File: src/rtl/music_play_ctrl.sv
// music_play_ctrl: playback sequencer for the KeyTunePlayer note RAM.
//
// Walks the song from address 0 to music_len-1. Each entry is fetched from a
// synchronous (1-cycle latency) note RAM and held on the tone-generator
// interface for (dur+1)*BEAT_TICKS cycles. play_key toggles play/pause and
// stop_key aborts to idle.
//
// Optional feature: define MUSIC_LOOP_EN to restart the song from address 0
// at song end instead of returning to idle.
//
// Parameters:
//   BEAT_TICKS   sys_clk cycles per duration unit (>= 2)
//   ADDR_W       note RAM address width
//
// Ports:
//   sys_clk       system clock
//   sys_rst_n     asynchronous active-low reset
//   play_key      one-cycle pulse, play/pause toggle
//   stop_key      one-cycle pulse, abort to idle
//   music_len     number of note entries in the song (compared live)
//   ram_rdata     note entry: [7:3] note code (0 = rest), [2:0] units minus 1
//   ram_addr_out  note RAM read address, also drives the progress display
//   note          current note code to the tone generator
//   note_valid    high while a note or rest is timed in PLAY
//   playing       high in FETCH, WAIT and PLAY
//   song_done     one-cycle pulse when the last entry finishes
module music_play_ctrl #(
  parameter int unsigned BEAT_TICKS = 12_500_000,
  parameter int unsigned ADDR_W     = 12
) (
  input  logic              sys_clk,
  input  logic              sys_rst_n,
  input  logic              play_key,
  input  logic              stop_key,
  input  logic [ADDR_W-1:0] music_len,
  input  logic [7:0]        ram_rdata,
  output logic [ADDR_W-1:0] ram_addr_out,
  output logic [4:0]        note,
  output logic              note_valid,
  output logic              playing,
  output logic              song_done
);

  localparam int unsigned TickW = $clog2(BEAT_TICKS);

  localparam logic [TickW-1:0]  TickReload = TickW'(BEAT_TICKS - 1);
  localparam logic [TickW-1:0]  TickOne    = TickW'(1);
  localparam logic [ADDR_W-1:0] AddrOne    = ADDR_W'(1);
  localparam logic [ADDR_W:0]   AddrOneX   = (ADDR_W + 1)'(1);

  localparam logic [2:0] StIdle  = 3'd0;
  localparam logic [2:0] StFetch = 3'd1;
  localparam logic [2:0] StWait  = 3'd2;
  localparam logic [2:0] StPlay  = 3'd3;
  localparam logic [2:0] StPause = 3'd4;

  logic [2:0]        state_q, state_d;
  logic [ADDR_W-1:0] addr_q, addr_d;
  logic [4:0]        note_q, note_d;
  logic              note_valid_q, note_valid_d;
  logic              playing_q, playing_d;
  logic              done_q, done_d;
  logic [TickW-1:0]  tick_q, tick_d;
  logic [3:0]        unit_q, unit_d;

  logic note_expire;
  logic song_end;

  // Final cycle of the final unit of the current note.
  assign note_expire = (tick_q == '0) && (unit_q == 4'd1);

  // Compared one bit wider so addr+1 can never wrap and falsely pass; a
  // music_len that shrank below addr+1 ends the song at this note.
  assign song_end = (({1'b0, addr_q} + AddrOneX) >= {1'b0, music_len});

  always_comb begin
    state_d = state_q;
    addr_d  = addr_q;
    note_d  = note_q;
    tick_d  = tick_q;
    unit_d  = unit_q;
    done_d  = 1'b0;

    case (state_q)
      StIdle: begin
        if (play_key && (music_len != '0)) begin
          state_d = StFetch;
        end
      end

      // Address was presented last cycle; data arrives next cycle.
      StFetch: begin
        state_d = StWait;
      end

      StWait: begin
        note_d  = ram_rdata[7:3];
        unit_d  = {1'b0, ram_rdata[2:0]} + 4'd1;
        tick_d  = TickReload;
        state_d = StPlay;
      end

      StPlay: begin
        if (note_expire) begin
          // Expiry wins over a simultaneous pause request: the note is over.
          if (song_end) begin
            done_d = 1'b1;
            addr_d = '0;
`ifdef MUSIC_LOOP_EN
            state_d = StFetch;
`else
            note_d  = '0;
            tick_d  = '0;
            unit_d  = '0;
            state_d = StIdle;
`endif
          end else begin
            addr_d  = addr_q + AddrOne;
            state_d = StFetch;
          end
        end else begin
          // The cycle on which pause is requested still counts as played.
          if (tick_q == '0) begin
            tick_d = TickReload;
            unit_d = unit_q - 4'd1;
          end else begin
            tick_d = tick_q - TickOne;
          end
          if (play_key) begin
            state_d = StPause;
          end
        end
      end

      StPause: begin
        if (play_key) begin
          state_d = StPlay;
        end
      end

      default: begin
        state_d = StIdle;
      end
    endcase

    // Stop overrides play/pause and note expiry.
    if (stop_key && (state_q != StIdle)) begin
      state_d = StIdle;
      addr_d  = '0;
      note_d  = '0;
      tick_d  = '0;
      unit_d  = '0;
      done_d  = 1'b0;
    end

    note_valid_d = (state_d == StPlay);
    playing_d    = (state_d == StFetch) || (state_d == StWait) || (state_d == StPlay);
  end

  always_ff @(posedge sys_clk or negedge sys_rst_n) begin
    if (!sys_rst_n) begin
      state_q      <= StIdle;
      addr_q       <= '0;
      note_q       <= '0;
      note_valid_q <= 1'b0;
      playing_q    <= 1'b0;
      done_q       <= 1'b0;
      tick_q       <= '0;
      unit_q       <= '0;
    end else begin
      state_q      <= state_d;
      addr_q       <= addr_d;
      note_q       <= note_d;
      note_valid_q <= note_valid_d;
      playing_q    <= playing_d;
      done_q       <= done_d;
      tick_q       <= tick_d;
      unit_q       <= unit_d;
    end
  end

  assign ram_addr_out = addr_q;
  assign note         = note_q;
  assign note_valid   = note_valid_q;
  assign playing      = playing_q;
  assign song_done    = done_q;

endmodule

File: config.mk
export PLATFORM = sky130hd
export DESIGN_NAME = music_play_ctrl
export DESIGN_NICKNAME = d
export VERILOG_FILES = /design/src/rtl/music_play_ctrl.sv
export SDC_FILE = /design/constraint.sdc
export NUM_CORES = 1
export LEC_CHECK = 0
export BUFFER_PORTS_ARGS = -buffer_cell sky130_fd_sc_hd__buf_2
export CAP_MARGIN = 15
export CORE_ASPECT_RATIO = 1.25
export CORE_UTILIZATION = 55
export DETAILED_ROUTE_END_ITERATION = 8
export PLACE_DENSITY = 0.76
export SETUP_SLACK_MARGIN = 0.15
export SLEW_MARGIN = 20
export SYNTH_ARGS = -nofsm -noshare
export SYNTH_HDL_FRONTEND = slang
export SYNTH_SLANG_ARGS = --single-unit
export TNS_END_PERCENT = 50
File: constraint.sdc
create_clock -name sys_clk -period 6.8 [get_ports sys_clk]
set_input_delay 1.36 -clock sys_clk [delete_from_list [all_inputs] [get_ports sys_clk]]
set_output_delay 1.36 -clock sys_clk [all_outputs]
set_load 0.005 [all_outputs]
==> results of run 1 <==
[critical path: cells and delay by family]
family,cells,cell delay [ns]
compound gates,3,0.64
buf+inv,1,0.15
simple gates,3,1.74
[cell families (layout without fill, tap and decap cells)]
family          count (synthesis)  after routing  synth area share (%)
buf+inv                        55             88                  6.34
compound gates                138            138                  26.1
flops                          51             51                  35.9
mux                             5              5                  1.48
fa+ha+maj                      18             18                  6.34
simple gates                  136            136                  20.6
xor+xnor                       13             13                  3.21
[sequential cells by signal, indices dropped and copies added, names as in the netlist]
register / count
state_q: 3
tick_q: 24
song_done: 1
note_valid: 1
unit_q: 4
note: 5
playing: 1
ram_addr_out: 12
[layout make-up]
type                       instances  area share [%]
clock buffer                       5            1.76
clock inverter                     3            1.18
inverter                          35            3.36
multi-input combinational        310            52.4
sequential                        51            32.7
tap                               85            2.72
timing repair buffer              45            5.89
[stage by stage]
step	worst slack [ns]	hold slack, ns	instances	area (µm²)	power, µW
2_1_floorplan	3.72	0.467	416	3550	836
3_3_place_gp	2.99	0.502	526	3790	958
3_5_place_dp	2.86	0.517	526	3790	968
4_1_cts	3.20	0.532	534	3910	1190
5_1_grt	2.88	0.545	534	3910	1280
6_report	3.13	0.535	534	3910	1190
[per-layer routing]
layer | up-vias | global-route usage (%)
li1 | 1627 | -
met1 | 1631 | 37.1
met2 | 125 | 49.0
met3 | 25 | 4.73
met4 | 0 | 13.9
met5 | - | 0
[worst paths after layout]
kind,cells past startpoint,from,endpoint
worst max-delay path,7,stop_key,tick_q[9]
worst min-delay path,2,tick_q[13],tick_q[13]
worst max register to register,13,ram_addr_out[0],ram_addr_out[0]
worst min register to register,2,tick_q[13],tick_q[13]
max in group asynchronous,2,sys_rst_n,tick_q[11]
min in group asynchronous,2,sys_rst_n,tick_q[19]
[placed cells by master (no fill, tap or decap), drive strengths merged, types with 7 or more instances in the layout]
master   count
dfrtp       51
buf         45
inv         36
o21ai       31
nor2        29
a21oi       26
a31oi       25
nand2       24
ha          18
nand3       16
nor3        16
nand4       11
nor4         8
xor2         7
o2bb2ai      7
a22o         7
[report_power, final]
| group | leakage (µW) | internal, µW | switching (µW) |
|---|---|---|---|
| combinational | 0.00106 | 186 | 300 |
| clock | 0.0000548 | 111 | 110 |
| sequential | 0.000650 | 385 | 98.9 |
| total | 0.00176 | 682 | 509 |
==> results.json, run 1 <==
{
  "clk_latency_ns": 0.32,
  "synth-seq-area-share_pct": 35.9,
  "setup.worst_path.class": "in -> reg",
  "nets": 490,
  "drtPass1Iterations": 6,
  "multi_input_area_mm2": 0.00205,
  "via_per_inst": 6.38,
  "synth_top_area_share_pct": 35.9,
  "crit_chain": "buf_2 > nor3b_1 > and2_1 > o21ai_1 > nor4_1 > a21oi_1 > o21ai_1",
  "pin_count": 44,
  "postSynthCellCount": 416,
  "setup_viol": 0,
  "fin_crit_sh_pct": 53.9,
  "grt_pass1_wl_um": 15400,
  "syn_avg_cell_area_um2": 8.54,
  "fillers": 546,
  "hold_violations": 0,
  "hpwl_um": 6710,
  "post_cts_buffers": 0,
  "dieHeight_um": 91.8,
  "yosysUniqueCellTypes": 59,
  "cp-end-kind": "flip-flop",
  "synth_most_common_cell": "dfrtp_1",
  "slowest_stage": "and2_1",
  "drtIter0Drc": 269,
  "cts_hold_buf": 0,
  "grt.total_usage_pct": 29.6,
  "cts_made_buffers": 5,
  "outcome": "finished clean",
  "cpPeakStageDelay_ns": 0.82,
  "place_congestion": 0.917,
  "ys_ff_latch": 51,
  "syn2layout_area_growth_pct": 10.1,
  "die_w_um": 73.9,
  "leakage_uw": 0.00176,
  "clk_pin_slew_ns": 0.09,
  "async_flop_share_pct": 100,
  "worst_setup_path_start_kind": "input port",
  "max_freq_mhz": 273,
  "clockBufferDepth": 2,
  "synth_fp_nets": 458,
  "routed_wl_um": 9190,
  "drc": 0,
  "cts_resized": 0,
  "synth_ff_type": "dfrtp_1",
  "cts_tree": "done",
  "seqCellArea_mm2": 0.00128,
  "vdd_drop_max_mv": 0.174,
  "grt_pass1_vias": 3250,
  "drtAntennaViolNets": 0,
  "drv_slew": 0,
  "yosysWarnings": 0,
  "synth.area.top_cells": "dfrtp_1 (36%), ha_1 (6.3%), a31oi_1 (4.1%)",
  "portBuffers": 43,
  "worst_ep_required_time_ns": 7.03,
  "wl_met3_um": 521,
  "grt_overflow_total": 0,
  "drive_gt1_share_pct": 14.3,
  "wl_per_cell_um": 17.2,
  "syn_area_mm2": 0.00355,
  "start_util_pct": 57.2,
  "wirelength_met1_um": 3760,
  "cts_max_level": 2,
  "path_common_cell": "o21ai_1",
  "antenna_found_initial": 0,
  "vias": 3408,
  "coreArea_mm2": 0.00621,
  "maxSlewHeadroom_pct": 27.9,
  "grt_max_degree": 52,
  "clock_skew_ns": 0.00965,
  "clock_sinks": 51,
  "yosysTopAreaCell": "dfrtp_1",
  "die-area_mm2": 0.00678,
  "worstPathArrival_ns": 3.90,
  "final_core_util_pct": 63.0,
  "reg2reg_slack_ns": 3.25,
  "hold_path.class": "reg -> reg",
  "maxCapViolCount": 0,
  "cts_root_buffer": "clkbuf_8",
  "grt_setup_unrepaired": "no",
  "antenna_cells": 0,
  "power_density_mw_per_mm2": 305,
  "crit_fanout": 26,
  "tightest_slew_ns": 1.08,
  "synth-edff-count": 0,
  "yosys-top-cells-count": "dfrtp_1 (51), inv_1 (35), nor2_1 (29)",
  "finalSetupTns_ns": 0,
  "fp-row-count": 32,
  "min_period_ns": 3.67,
  "route.met2.wl_um": 4620,
  "top_layer_used": "met4"
}
Power figures use the tool's default switching activity.
==> run 2: changes to the inputs <==
Clock period 6.8 ns to 3.4 ns, I/O delays scaled along.
==> run 2 against run 1 <==
Non-clock buffer count increased by 22. Sequential share of layout area fell by 1.8 points. Clock power up 110%. Via count grew 1.8%. Total power increased by 110%. Die area is the same. First-iteration DRC count down 27%. Setup slack worse by 2.9 ns. Highest routed layer unchanged. Sequential power up 100%. Final cell count rose by 4.1%.
==> results.json, run 2 (synthesis results as in run 1) <==
{
  "antenna_cells": 0,
  "final_cell_mix": "dfrtp_1 (49), buf_2 (43), inv_1 (35)",
  "final_core_util_pct": 66.7,
  "vdd_drop_max_mv": 0.316,
  "finalInstanceArea_mm2": 0.00414,
  "wl_per_cell_um": 17.5,
  "dieHeight_um": 91.8,
  "leakage_uw": 0.00188,
  "die_w_um": 73.9,
  "finalSetupTns_ns": 0,
  "grt_setup_unrepaired": "no",
  "path_common_cell": "and3_1",
  "via_per_inst": 6.24,
  "drtIter0Drc": 197,
  "clock_skew_ns": 0.00913,
  "r2r_start": "ram_addr_out[3]",
  "grt_use_met2_pct": 52.3,
  "hold_violations": 0,
  "worst_setup_path_start_kind": "flip-flop",
  "grt_pass1_vias": 3301,
  "clockBufferDepth": 2,
  "start_util_pct": 57.2,
  "seqCellArea_mm2": 0.00128,
  "drtPass1Iterations": 5,
  "crit_chain": "and3_1 > and3_1 > nand3_2 > nor2_2 > xnor2_1 > ha_1 > nand3_1 > nor3_2 > a211oi_2 > buf_4 > clkdlybuf4s15_2 > a211oi_1 > o2bb2ai_1",
  "cts_max_level": 2,
  "postPlaceCellArea_mm2": 0.00391,
  "slowest_stage": "dfrtp_1",
  "die-area_mm2": 0.00678,
  "worst_slack_ns": 0.278,
  "clk_pin_slew_ns": 0.10,
  "fillers": 523,
  "fp-row-count": 32,
  "cts_hold_buf": 0,
  "largest_reg_flops": 24,
  "regMostFlops": "tick_q",
  "power_density_mw_per_mm2": 610,
  "routed_wl_um": 9750,
  "layout_commonest_cell": "dfrtp_1",
  "setup.worst_path.class": "reg -> reg",
  "grt_overflow_total": 0,
  "cpPeakStageDelay_ns": 0.43,
  "vias": 3469,
  "cts_made_buffers": 5,
  "place_congestion": 0.924,
  "crit_fanout": 5,
  "clock_sinks": 51,
  "reg2reg_slack_ns": 0.28,
  "grt.busiest_layer": "met2",
  "nets": 512,
  "grt_max_degree": 35,
  "tightest_slew_ns": 0.800,
  "grt.total_usage_pct": 29.7,
  "fin_crit_sh_pct": 91.8,
  "hpwl_um": 7030,
  "antenna_found_initial": 0,
  "syn2layout_area_growth_pct": 16.6,
  "drtAntennaViolNets": 0,
  "grt.met3_usage_pct": 4.18,
  "grt_pass1_wl_um": 15400,
  "maxCapViolCount": 0,
  "hold_ws_ns": 0.437,
  "worstPathArrival_ns": 3.31,
  "max_freq_mhz": 320,
  "setup_viol": 0,
  "r2r_cells": 13,
  "maxSlewHeadroom_pct": 46.4,
  "cp-end-kind": "flip-flop",
  "cts_root_buffer": "clkbuf_8",
  "multi_input_area_mm2": 0.00209,
  "min_period_ns": 3.12,
  "outcome": "finished clean",
  "pin_count": 44,
  "drv_slew": 0,
  "worst_ep_required_time_ns": 3.59,
  "cts_tree": "done",
  "clk_latency_ns": 0.31,
  "drive_gt1_share_pct": 20.6,
  "coreArea_mm2": 0.00621,
  "timing.rr.end": "unit_q[3]",
  "portBuffers": 43,
  "drc": 0,
  "hold_path.class": "in -> async",
  "preCtsSetupSlack_ns": 0.0543,
  "use_met1_pct": 34.7
}
## run 2: worst max-delay path by stage
stage	from	end	slack, ns
6_report	ram_addr_out[3]	unit_q[3]	0.28
5_1_grt	ram_addr_out[0]	unit_q[3]	0.06
4_1_cts	ram_addr_out[1]	unit_q[2]	0.12
3_5_place_dp	ram_addr_out[1]	tick_q[4]	0.05
3_3_place_gp	ram_addr_out[2]	tick_q[20]	0.19
2_1_floorplan	ram_addr_out[0]	unit_q[2]	0.47
## run 2: layer usage
metal,wire [µm],part of all wire [%]
met5,0,0
met4,330,3.4
met3,513,5.3
met2,5030,52
met1,3870,40
## run 2: metrics by stage
step | power (µW) | std cells
6_report | 2520 | 556
5_1_grt | 2710 | 556
4_1_cts | 2460 | 549
3_5_place_dp | 2000 | 541
3_3_place_gp | 1970 | 541
2_1_floorplan | 1670 | 416
## run 2: final cells by class
| cell class | instances | share of cell area (%) |
|---|---|---|
| clock inverters | 2 | 0.937 |
| well taps | 85 | 2.57 |
| flip-flops and latches | 51 | 30.9 |
| repair buffers | 67 | 9.94 |
| multi-input cells | 310 | 50.5 |
| inverters | 35 | 3.17 |
| clock buffers | 6 | 1.99 |
## run 2: critical path, delay by kind of cell, from the launching register on
family                     cells  cell delay, ns
AOI/OAI and AO/OA              3            0.60
DFF                            1            0.43
and+or+nand+nor                6            1.13
xor gates and xnor gates       1            0.11
adders and majority gates      1            0.32
buffers and inverters          2            0.39
## run 2: power breakdown
part           leakage (µW)  switching (µW)  internal [µW]
Clock             0.0000618             213            242
Combinational       0.00117             650            448
Sequential         0.000647             203            769
## run 2: timing repair
item,CTS,global route
buffers inserted,0,6
pin swaps,0,2
cloned,0,1
endpoints found under the setup margin,22,40
gates resized for setup,2,11
==> run 3: changes to the inputs <==
Settings changed: ABC_AREA set to 1, CORE_UTILIZATION 55 to 53.
Clock period 3.4 ns to 2.5 ns, I/O delays scaled along.
==> run 3 against run 2 <==
The flow now finishes with violations (negative setup slack). Clock power increased by 51%. Combinational power increased by 71%. Via count increased by 10%. Worst hold slack got worse by 0.15 ns. Final area increased by 16%. Register-to-register slack got worse by 0.56 ns.
==> results.json, run 3 <==
{
  "cp_top_family": "simple AND/OR/NAND/NOR gates",
  "worst_slack_ns": -0.279,
  "drv_slew": 0,
  "synth_fa_ha_area_share_pct": 6.02,
  "clock_sinks": 51,
  "preCtsSetupSlack_ns": -0.288,
  "clk_pin_slew_ns": 0.10,
  "grt_pass1_vias": 3847,
  "via_per_inst": 5.39,
  "clockBufferDepth": 2,
  "syn_area_mm2": 0.00374,
  "pin_count": 44,
  "synth_most_common_cell": "nand2_1",
  "synth.area.top_cells": "dfrtp_1 (34%), nand2_1 (16%), inv_1 (6.3%)",
  "yosysUniqueCellTypes": 32,
  "setup_viol": 49,
  "hold_ws_ns": 0.291,
  "worst_setup_path_start_kind": "flip-flop",
  "synth_fp_nets": 579,
  "wl_per_cell_um": 14.5,
  "grt_setup_unrepaired": "yes",
  "async_flop_share_pct": 100,
  "clk_latency_ns": 0.31,
  "crit_fanout": 4,
  "fp-row-count": 33,
  "portBuffers": 43,
  "seqCellArea_mm2": 0.00128,
  "vias": 3827,
  "antenna_cells": 0,
  "max_freq_mhz": 360,
  "leakage_uw": 0.00252,
  "cts_max_level": 2,
  "coreArea_mm2": 0.00669,
  "vdd_drop_max_mv": 0.501,
  "hold_path.class": "in -> async",
  "ys_ff_latch": 51,
  "largest_reg_flops": 24,
  "drtAntennaViolNets": 0,
  "synth_top_family_by_area": "simple AND/OR/NAND/NOR gates",
  "hpwl_um": 7150,
  "dieHeight_um": 96.0,
  "path_common_cell": "nand2_1",
  "violations": "negative setup slack",
  "drtIter0Drc": 237,
  "drtPass1Iterations": 4,
  "power_density_mw_per_mm2": 812,
  "place_congestion": 0.904,
  "final_cell_mix": "nand2_1 (145), inv_1 (62), nor2_1 (50)",
  "synth-edff-count": 0,
  "cts_made_buffers": 5,
  "start_util_pct": 56.0,
  "postSynthCellCount": 537,
  "grt_overflow_total": 0,
  "layout_commonest_cell": "nand2_1",
  "maxSlewHeadroom_pct": 56.6,
  "finalPower_uw": 3880,
  "clock_skew_ns": 0.0134,
  "syn_avg_cell_area_um2": 6.97,
  "synth_mux_area_share_pct": 0,
  "yosys-top-cells-count": "nand2_1 (164), inv_1 (63), nor2_1 (57)",
  "multi_input_area_mm2": 0.00238,
  "regMostFlops": "tick_q",
  "cts_root_buffer": "clkbuf_8",
  "fillers": 559,
  "yosysWarnings": 0,
  "yosys.area_share.xor_xnor_pct": 6.32,
  "grt_max_degree": 52,
  "cpPeakStageDelay_ns": 0.45,
  "nets": 664,
  "path_buf_inv": 4,
  "slowest_stage": "dfrtp_2",
  "cp-end-kind": "flip-flop",
  "die-area_mm2": 0.00741,
  "cts_tree": "done",
  "grt_pass1_wl_um": 16500,
  "worst_ep_required_time_ns": 2.69,
  "tightest_slew_ns": 0.652,
  "hold_violations": 0,
  "min_period_ns": 2.78,
  "synth-compound-area-share_pct": 8.32,
  "worstPathArrival_ns": 2.97,
  "syn2layout_area_growth_pct": 27.8,
  "drive_gt1_share_pct": 26.2,
  "outcome": "complete, but fails checks",
  "maxCapViolCount": 0,
  "drc": 0,
  "grt.total_usage_pct": 28.0,
  "fin_crit_sh_pct": 111,
  "die_w_um": 77.2,
  "yosysTopAreaCell": "dfrtp_1",
  "antenna_found_initial": 0,
  "yosys.area_share.simple_pct": 37.2,
  "synth_top_area_share_pct": 34.1,
  "setup.worst_path.class": "reg -> reg",
  "synth_ff_type": "dfrtp_1",
  "synth-seq-area-share_pct": 34.1,
  "crit_chain": "buf_4 > ha_4 > nand2_4 > nor2_4 > or2_4 > nand2_4 > inv_2 > ha_4 > nand2_1 > inv_1 > nand2_1 > nor2_1 > nor2_2 > nor2_2 > nor2_4 > buf_4 > nand2_2 > nand2_2 > nand2_2 > nand2_1 > nand2_1 > nand2_1",
  "routed_wl_um": 10300
}
run 3: cell types whose count changed in the layout (fill, tap and decap cells not counted), sizes merged, moves of 8 or more:
cell | before | now
buf | 66 | 86
nand3 | 16 | 39
inv | 36 | 64
nand2 | 24 | 169
a31oi | 25 | 0
o21ai | 31 | 39
nor2 | 29 | 71
nor3 | 16 | 6
xor2 | 7 | 18
run 3: what timing repair did:
item | in CTS | in global routing
pin swaps | 9 | 6
hold endpoints to repair | 0 | 0
buffers inserted | 9 | 8
setup endpoints to repair | 49 | 49
resized for setup | 31 | 27
gates cloned | 1 | 2
hold buffers | 0 | 0
run 3: final timing paths:
check                                 from              end  slack (ns)  cells past startpoint
max                        ram_addr_out[1]          playing       -0.28                     22
min                              sys_rst_n        tick_q[3]        0.29                      2
max reg2reg                ram_addr_out[1]          playing       -0.28                     22
min reg2reg                        note[0]          note[0]        0.50                      2
max in group asynchronous        sys_rst_n  ram_addr_out[0]        1.73                      2
min in group sys_clk          ram_rdata[5]          note[2]        0.43                      3
run 3: stage by stage:
stage	setup TNS [ns]	area, µm²	std cells	utilization [%]
detailed placement	-6.82	4250	682	63.6
floorplan	0	3780	537	-
global route	-16.91	4780	710	71.5
global placement	-1.88	4250	682	63.6
CTS	-2.53	4590	700	68.6
finish	-9.93	4780	710	71.5
run 3: kinds of logic after synthesis:
| logic type | count (synthesis) |
|---|---|
| compound gates | 60 |
| xor+xnor | 27 |
| flops | 51 |
| fa+ha+maj | 18 |
| buf+inv | 74 |
| simple gates | 307 |
run 3: per-layer routing:
metal / vias to the layer above / GRT usage (%) / part of all wire, %
met3: 30 / 4.08 / 4.2
li1: 1888 / - / -
met4: 0 / 12.7 / 3.7
met2: 106 / 54.9 / 54
met1: 1803 / 29.3 / 38
met5: - / 0 / 0
run 3: report_power, final:
| group | leakage (µW) | internal, µW | switching (µW) |
|---|---|---|---|
| logic | 0.00181 | 717 | 1160 |
| registers | 0.000645 | 1060 | 264 |
| clock network | 0.0000644 | 399 | 287 |
| total | 0.00252 | 2170 | 1710 |
run 3: cell type report:
class                   count  share of cell area [%]
multi-input cells         412                    49.7
flip-flops and latches     51                    26.7
repair buffers             88                    13.4
inverters                  64                    5.02
well taps                  87                    2.28
clock buffers               5                    1.44
clock inverters             3                    1.41
